## config.mk

```make
export PLATFORM = sky130hd
export DESIGN_NAME = plot_arbiter
export DESIGN_NICKNAME = d
export VERILOG_FILES = /design/src/rtl/plot_arbiter_pkg.sv /design/src/rtl/plot_arbiter_rr_pick.sv /design/src/rtl/plot_arbiter.sv
export SDC_FILE = /design/constraint.sdc
export NUM_CORES = 1
export LEC_CHECK = 0
export CORE_MARGIN = 2
export CORE_UTILIZATION = 46
export DETAILED_ROUTE_END_ITERATION = 12
export PLACE_DENSITY = 0.86
export SLEW_MARGIN = 25
export SYNTH_ARGS = -nofsm -noshare
export SYNTH_HDL_FRONTEND = slang
export SYNTH_SLANG_ARGS = --single-unit
export TNS_END_PERCENT = 1
```

## constraint.sdc

```tcl
create_clock -name clk -period 3.1 [get_ports clk]
set_input_delay 0.465 -clock clk [delete_from_list [all_inputs] [get_ports clk]]
set_output_delay 0.465 -clock clk [all_outputs]
set_load 0.01 [all_outputs]
```

## src/rtl/plot_arbiter_pkg.sv

```systemverilog
// Shared definitions for the VGA plot-port arbiter: screen geometry, default
// field widths, FSM encoding and the round-robin pointer helper.
package plot_arbiter_pkg;

   localparam int SCREEN_W = 160;
   localparam int SCREEN_H = 120;
   localparam int PLOT_X_W = 8;
   localparam int PLOT_Y_W = 7;
   localparam int PLOT_C_W = 3;

   typedef enum logic [1:0] {
      S_IDLE    = 2'd0,
      S_BURST   = 2'd1,
      S_RELEASE = 2'd2
   } arb_state_t;

   // Lane after `lane`, wrapping at n_req.
   function automatic logic [1:0] next_lane(input logic [1:0] lane, input int n_req);
      logic [1:0] nxt_s;
      if (int'(lane) >= n_req - 1) begin
         nxt_s = 2'd0;
      end else begin
         nxt_s = lane + 2'd1;
      end
      return nxt_s;
   endfunction

endpackage

```

## src/rtl/plot_arbiter_rr_pick.sv

```systemverilog
// Combinational round-robin search: first requesting lane at or after rr_ptr,
// wrapping modulo N_REQ.
module rr_pick #(
   parameter int N_REQ = 3
) (
   input  logic [N_REQ-1:0] req,
   input  logic [1:0]       rr_ptr,
   output logic             found,
   output logic [1:0]       idx
);

   localparam int IDX_W = $clog2(N_REQ);

   // Walk from the farthest candidate back to rr_ptr so the nearest requester wins.
   always_comb begin
      int cand_s;
      found  = 1'b0;
      idx    = 2'd0;
      cand_s = 0;
      for (int k = N_REQ - 1; k >= 0; k--) begin
         cand_s = int'(rr_ptr) + k;
         if (cand_s >= N_REQ) begin
            cand_s = cand_s - N_REQ;
         end else begin
            cand_s = cand_s + 0;
         end
         found = found | req[IDX_W'(cand_s)];
         idx   = req[IDX_W'(cand_s)] ? 2'(cand_s) : idx;
      end
   end

endmodule

```

## src/rtl/plot_arbiter.sv

```systemverilog
// Shares the single vga_adapter plot port among N_REQ drawing engines with
// round-robin bursts capped at MAX_BURST pixels per grant.
module plot_arbiter
   import plot_arbiter_pkg::*;
#(
   parameter int N_REQ     = 3,
   parameter int X_W       = PLOT_X_W,
   parameter int Y_W       = PLOT_Y_W,
   parameter int C_W       = PLOT_C_W,
   parameter int MAX_BURST = 64
) (
   input  logic               clk,
   input  logic               reset_n,
   input  logic [N_REQ-1:0]   req,
   input  logic [N_REQ-1:0]   last,
   input  logic [N_REQ*X_W-1:0] x_in,
   input  logic [N_REQ*Y_W-1:0] y_in,
   input  logic [N_REQ*C_W-1:0] colour_in,
   output logic [N_REQ-1:0]   grant,
   output logic               writeEn,
   output logic [X_W-1:0]     x,
   output logic [Y_W-1:0]     y,
   output logic [C_W-1:0]     colour,
   output logic               busy,
   output logic [1:0]         owner
);

   localparam int CNT_W = $clog2(MAX_BURST) + 1;
   localparam logic [CNT_W-1:0] CNT_LAST = CNT_W'(MAX_BURST - 1);
   localparam logic [CNT_W-1:0] CNT_SAT  = '1;

   arb_state_t        state_r, state_s;
   logic [1:0]        rr_ptr_r, rr_ptr_s;
   logic [CNT_W-1:0]  beat_cnt_r, beat_cnt_s;
   logic [N_REQ-1:0]  grant_r, grant_s;
   logic [1:0]        owner_r, owner_s;
   logic              busy_r, busy_s;
   logic              we_r, we_s;
   logic [X_W-1:0]    x_r, x_s;
   logic [Y_W-1:0]    y_r, y_s;
   logic [C_W-1:0]    c_r, c_s;
   logic              found_s;
   logic [1:0]        pick_idx_s;
   logic              accept_s;
   logic [X_W-1:0]    x_lane_s [N_REQ];
   logic [Y_W-1:0]    y_lane_s [N_REQ];
   logic [C_W-1:0]    c_lane_s [N_REQ];

   for (genvar g = 0; g < N_REQ; g++) begin : g_lane
      assign x_lane_s[g] = x_in[g*X_W +: X_W];
      assign y_lane_s[g] = y_in[g*Y_W +: Y_W];
      assign c_lane_s[g] = colour_in[g*C_W +: C_W];
   end

   rr_pick #(.N_REQ(N_REQ)) u_rr_pick (
      .req    (req),
      .rr_ptr (rr_ptr_r),
      .found  (found_s),
      .idx    (pick_idx_s)
   );

   assign accept_s = req[owner_r] & grant_r[owner_r];

   // Next-state, grant and plot-register values; data regs hold unless a pixel is accepted.
   always_comb begin
      state_s    = state_r;
      rr_ptr_s   = rr_ptr_r;
      beat_cnt_s = beat_cnt_r;
      grant_s    = grant_r;
      owner_s    = owner_r;
      busy_s     = busy_r;
      we_s       = 1'b0;
      x_s        = x_r;
      y_s        = y_r;
      c_s        = c_r;
      case (state_r)
         S_IDLE: begin
            if (found_s) begin
               grant_s             = '0;
               grant_s[pick_idx_s] = 1'b1;
               owner_s             = pick_idx_s;
               busy_s              = 1'b1;
               beat_cnt_s          = '0;
               state_s             = S_BURST;
            end else begin
               grant_s = '0;
               busy_s  = 1'b0;
            end
         end
         S_BURST: begin
            if (accept_s) begin
               we_s       = 1'b1;
               x_s        = x_lane_s[owner_r];
               y_s        = y_lane_s[owner_r];
               c_s        = c_lane_s[owner_r];
               beat_cnt_s = (beat_cnt_r == CNT_SAT) ? beat_cnt_r : beat_cnt_r + CNT_W'(1);
            end else begin
               we_s = 1'b0;
            end
            // Leave on last pixel, on a dropped req, or on the MAX_BURST-th accept.
            if (!accept_s || last[owner_r] || (beat_cnt_r == CNT_LAST)) begin
               state_s  = S_RELEASE;
               grant_s  = '0;
               busy_s   = 1'b0;
               rr_ptr_s = next_lane(owner_r, N_REQ);
            end else begin
               state_s = S_BURST;
            end
         end
         S_RELEASE: begin
            state_s = S_IDLE;
            grant_s = '0;
            busy_s  = 1'b0;
         end
         default: begin
            state_s = S_IDLE;
            grant_s = '0;
            busy_s  = 1'b0;
         end
      endcase
   end

   // State and registered plot-port outputs.
   always_ff @(posedge clk or negedge reset_n) begin
      if (!reset_n) begin
         state_r    <= S_IDLE;
         rr_ptr_r   <= 2'd0;
         beat_cnt_r <= '0;
         grant_r    <= '0;
         owner_r    <= 2'd0;
         busy_r     <= 1'b0;
         we_r       <= 1'b0;
         x_r        <= '0;
         y_r        <= '0;
         c_r        <= '0;
      end else begin
         state_r    <= state_s;
         rr_ptr_r   <= rr_ptr_s;
         beat_cnt_r <= beat_cnt_s;
         grant_r    <= grant_s;
         owner_r    <= owner_s;
         busy_r     <= busy_s;
         we_r       <= we_s;
         x_r        <= x_s;
         y_r        <= y_s;
         c_r        <= c_s;
      end
   end

   assign grant   = grant_r;
   assign writeEn = we_r;
   assign x       = x_r;
   assign y       = y_r;
   assign colour  = c_r;
   assign busy    = busy_r;
   assign owner   = owner_r;

endmodule

```

==> results.cfg <==
[clock_network]
path_clk_slew_ps = 70
cts_num_sinks = 36
insertion_delay_ps = 280
cts_buffer_depth = 2
htreeDepth = 2
post_cts_resized = 0
cts_buffers = 5
tritoncts = built
postCtsHoldBufs = 0
cts_setup_buffers = 0
clockRootBuffer = clkbuf_8

[pwr]
switchingPower_mw = 0.977
peakVddDrop_v = 0.000347
powerDensity_mw_per_mm2 = 828
power.internal_mw = 1.55
p_total_mw = 2.52
pwr-share-seq_pct = 32.0
pwr-share-comb_pct = 53.7
clock_power_share_pct = 14.2
switching_share_pct = 38.7
leakagePower_nw = 1.28

[yosys]
synth-seq-cells = 36
synth_top_area_share_pct = 44.1
netlist_instances = 225
yosysSeqAreaShare_pct = 44.1
yosysMostFrequentCell = nor2_1
syn_area_sq_mm = 0.00204
synth-edff-count = 0
async_flop_share_pct = 100
ys_top_cells_by_count = nor2_1, a21oi_1, dfrtp_1, mux2i_1, o21ai_0
synth_ff_type = dfrtp_1
yosys-top-cells-area = dfrtp_1, mux2i_1, a21oi_1, nor2_1, ha_1
synth_cell_types = 35
synth_fp_nets = 291
yosysTopAreaCell = dfrtp_1
yosys_warnings = 0
avgSynthCellArea_sq_um = 9.08

[final_layout]
seq_area_sq_um = 901
final_nets = 377
multi_input_area_sq_mm = 0.00106
fin_cells = 363
nFillCells = 346
drive_gt1_share_pct = 6.75
antenna_cells = 0
area_delta_synth_final_pct = 49.1

[sta]
setup_slack_ps = 971
period_share_pct = 68.7
slew_violations = 0
rsz0062_at_grt = false
finalHoldViolCount = 0
fmax_mhz = 470
worst_pin_slew_ps = 803
whs_ps = 266
slew_headroom_pct = 46.4
post-route-min-period_ps = 2130
setup_violations = 0
finClkSkew_ps = 4.81
setup_tns_ps = 0

[floorplan]
fp.dieW_um = 70.6
core_sq_mm = 0.00432
rows = 24
die_h_um = 70.6
io_pins = 87
die_area_sq_mm = 0.00499
start_util_pct = 47.3

[setup_path]
required_ps = 3270
critical_path.max_fanout = 8
start_kind = register
path_class = reg -> reg
arrival_ps = 2300
cp-end-kind = register

[route]
vias_per_cell = 5.42
drcViolationCount = 0
drtIter0Drc = 125
ant_nets = 0
drtPass1Iterations = 4
routed-via-count = 1967
wl_per_cell_um = 14.6
totalWireLength_um = 5300

[grt]
grt_pass1_wl_um = 8830
overflow = 0
antenna_found_initial = 0
grt_pass1_vias = 1928
grt.total_usage_pct = 22.3
grt_max_degree = 37

[placement]
pre_cts_slack_ps = 799
dp_hpwl_um = 4030
gp_congestion = 0.860
portBuffers = 86
dp.cells = 356

[min_path]
hold_path.class = in -> async

[run_status]
status = finished, final reports clean

[flow_run]
maxCapViolCount = 0
-- through the flow --
stage          cell area, sq um  util, %
6_report                   3050     70.5
5_1_grt                    3050     70.5
4_1_cts                    3050     70.5
3_5_place_dp               2950     68.2
3_3_place_gp               2950     68.2
2_1_floorplan              2040        -
-- flip-flops by register name, summed over array words and instances (netlist names) --
| signal | count |
|---|---|
| x | 8 |
| beat_cnt_r | 7 |
| y | 7 |
| colour | 3 |
| grant | 3 |
| owner | 2 |
| rr_ptr_r | 2 |
| state_r | 2 |
| busy | 1 |
| writeEn | 1 |
-- power groups by stage --
stage	Clock, mW	Sequential [mW]	Combinational [mW]
2_1_floorplan	0	0.839	0.727
3_3_place_gp	0	0.803	1.32
3_5_place_dp	0	0.815	1.35
4_1_cts	0.367	0.807	1.36
5_1_grt	0.386	0.833	1.49
6_report	0.359	0.808	1.36
-- path summary, 6_finish.rpt --
path | startpoint | endpoint | slack, ps | cells after the start
min in group clk | busy | busy | 480 | 1
hold / removal | reset_n | y[5] | 270 | 1
setup / recovery | rr_ptr_r[0] | owner[1] | 970 | 7
max in group asynchronous | reset_n | beat_cnt_r[3] | 2320 | 1
setup reg to reg | rr_ptr_r[0] | owner[1] | 970 | 7
hold reg to reg | busy | busy | 480 | 1
-- placed cells by master (no fill, tap or decap) --
master	n
a21boi_0	1
a21o_1	2
a21oi_1	37
a22o_1	4
a31oi_4	1
a41oi_1	2
and2_1	1
and3_1	3
buf_2	1
buf_4	6
clkbuf_8	7
clkdlybuf4s50_1	85
dfrtp_1	36
ha_1	4
inv_1	7
mux2_2	2
mux2i_1	20
nand2_1	7
nand2b_1	2
nand3_1	8
nand3_2	1
nand3b_1	1
nand4_1	1
nand4b_1	3
nand4bb_4	1
nor2_1	45
nor2b_1	4
o2111ai_1	1
o21a_1	1
o21ai_0	9
o21bai_1	1
o221a_2	1
o2bb2ai_1	1
or2_2	1
or3_1	1
xor2_1	3
-- per-layer routing --
layer	routed length, um	track usage (%)	vias up
met3	390	6.84	10
met2	2620	37.7	73
met4	63	5.87	0
li1	-	-	953
met1	2220	27.9	931
met5	0	0	-
-- worst max-delay path, cell delays in order (launching register included) --
cell,delay [ps]
dfrtp_1,390
inv_1,80
ha_1,400
a22o_1,270
o21ai_0,280
nand3_1,130
and3_1,230
a22o_1,230
-- area by class of cell --
cell class,count,share of cell area (%)
well taps,52,2.14
inverters,7,0.862
repair buffers,92,29.6
flip-flops and latches,36,29.6
multi-input cells,169,34.7
clock buffers,7,3.16
-- kinds of logic (layout without fill, tap and decap cells) --
| logic type | after synthesis | after routing | share of synthesized area [%] |
|---|---|---|---|
| buffers and inverters | 20 | 106 | 4.16 |
| adders and majority gates | 4 | 4 | 2.45 |
| and+or+nand+nor | 79 | 79 | 19.0 |
| DFF | 36 | 36 | 44.1 |
| muxes | 22 | 22 | 10.9 |
| xor gates and xnor gates | 3 | 3 | 1.29 |
| AOI/OAI and AO/OA | 61 | 61 | 18.1 |
Note: power is estimated with default switching activity, not from simulation.
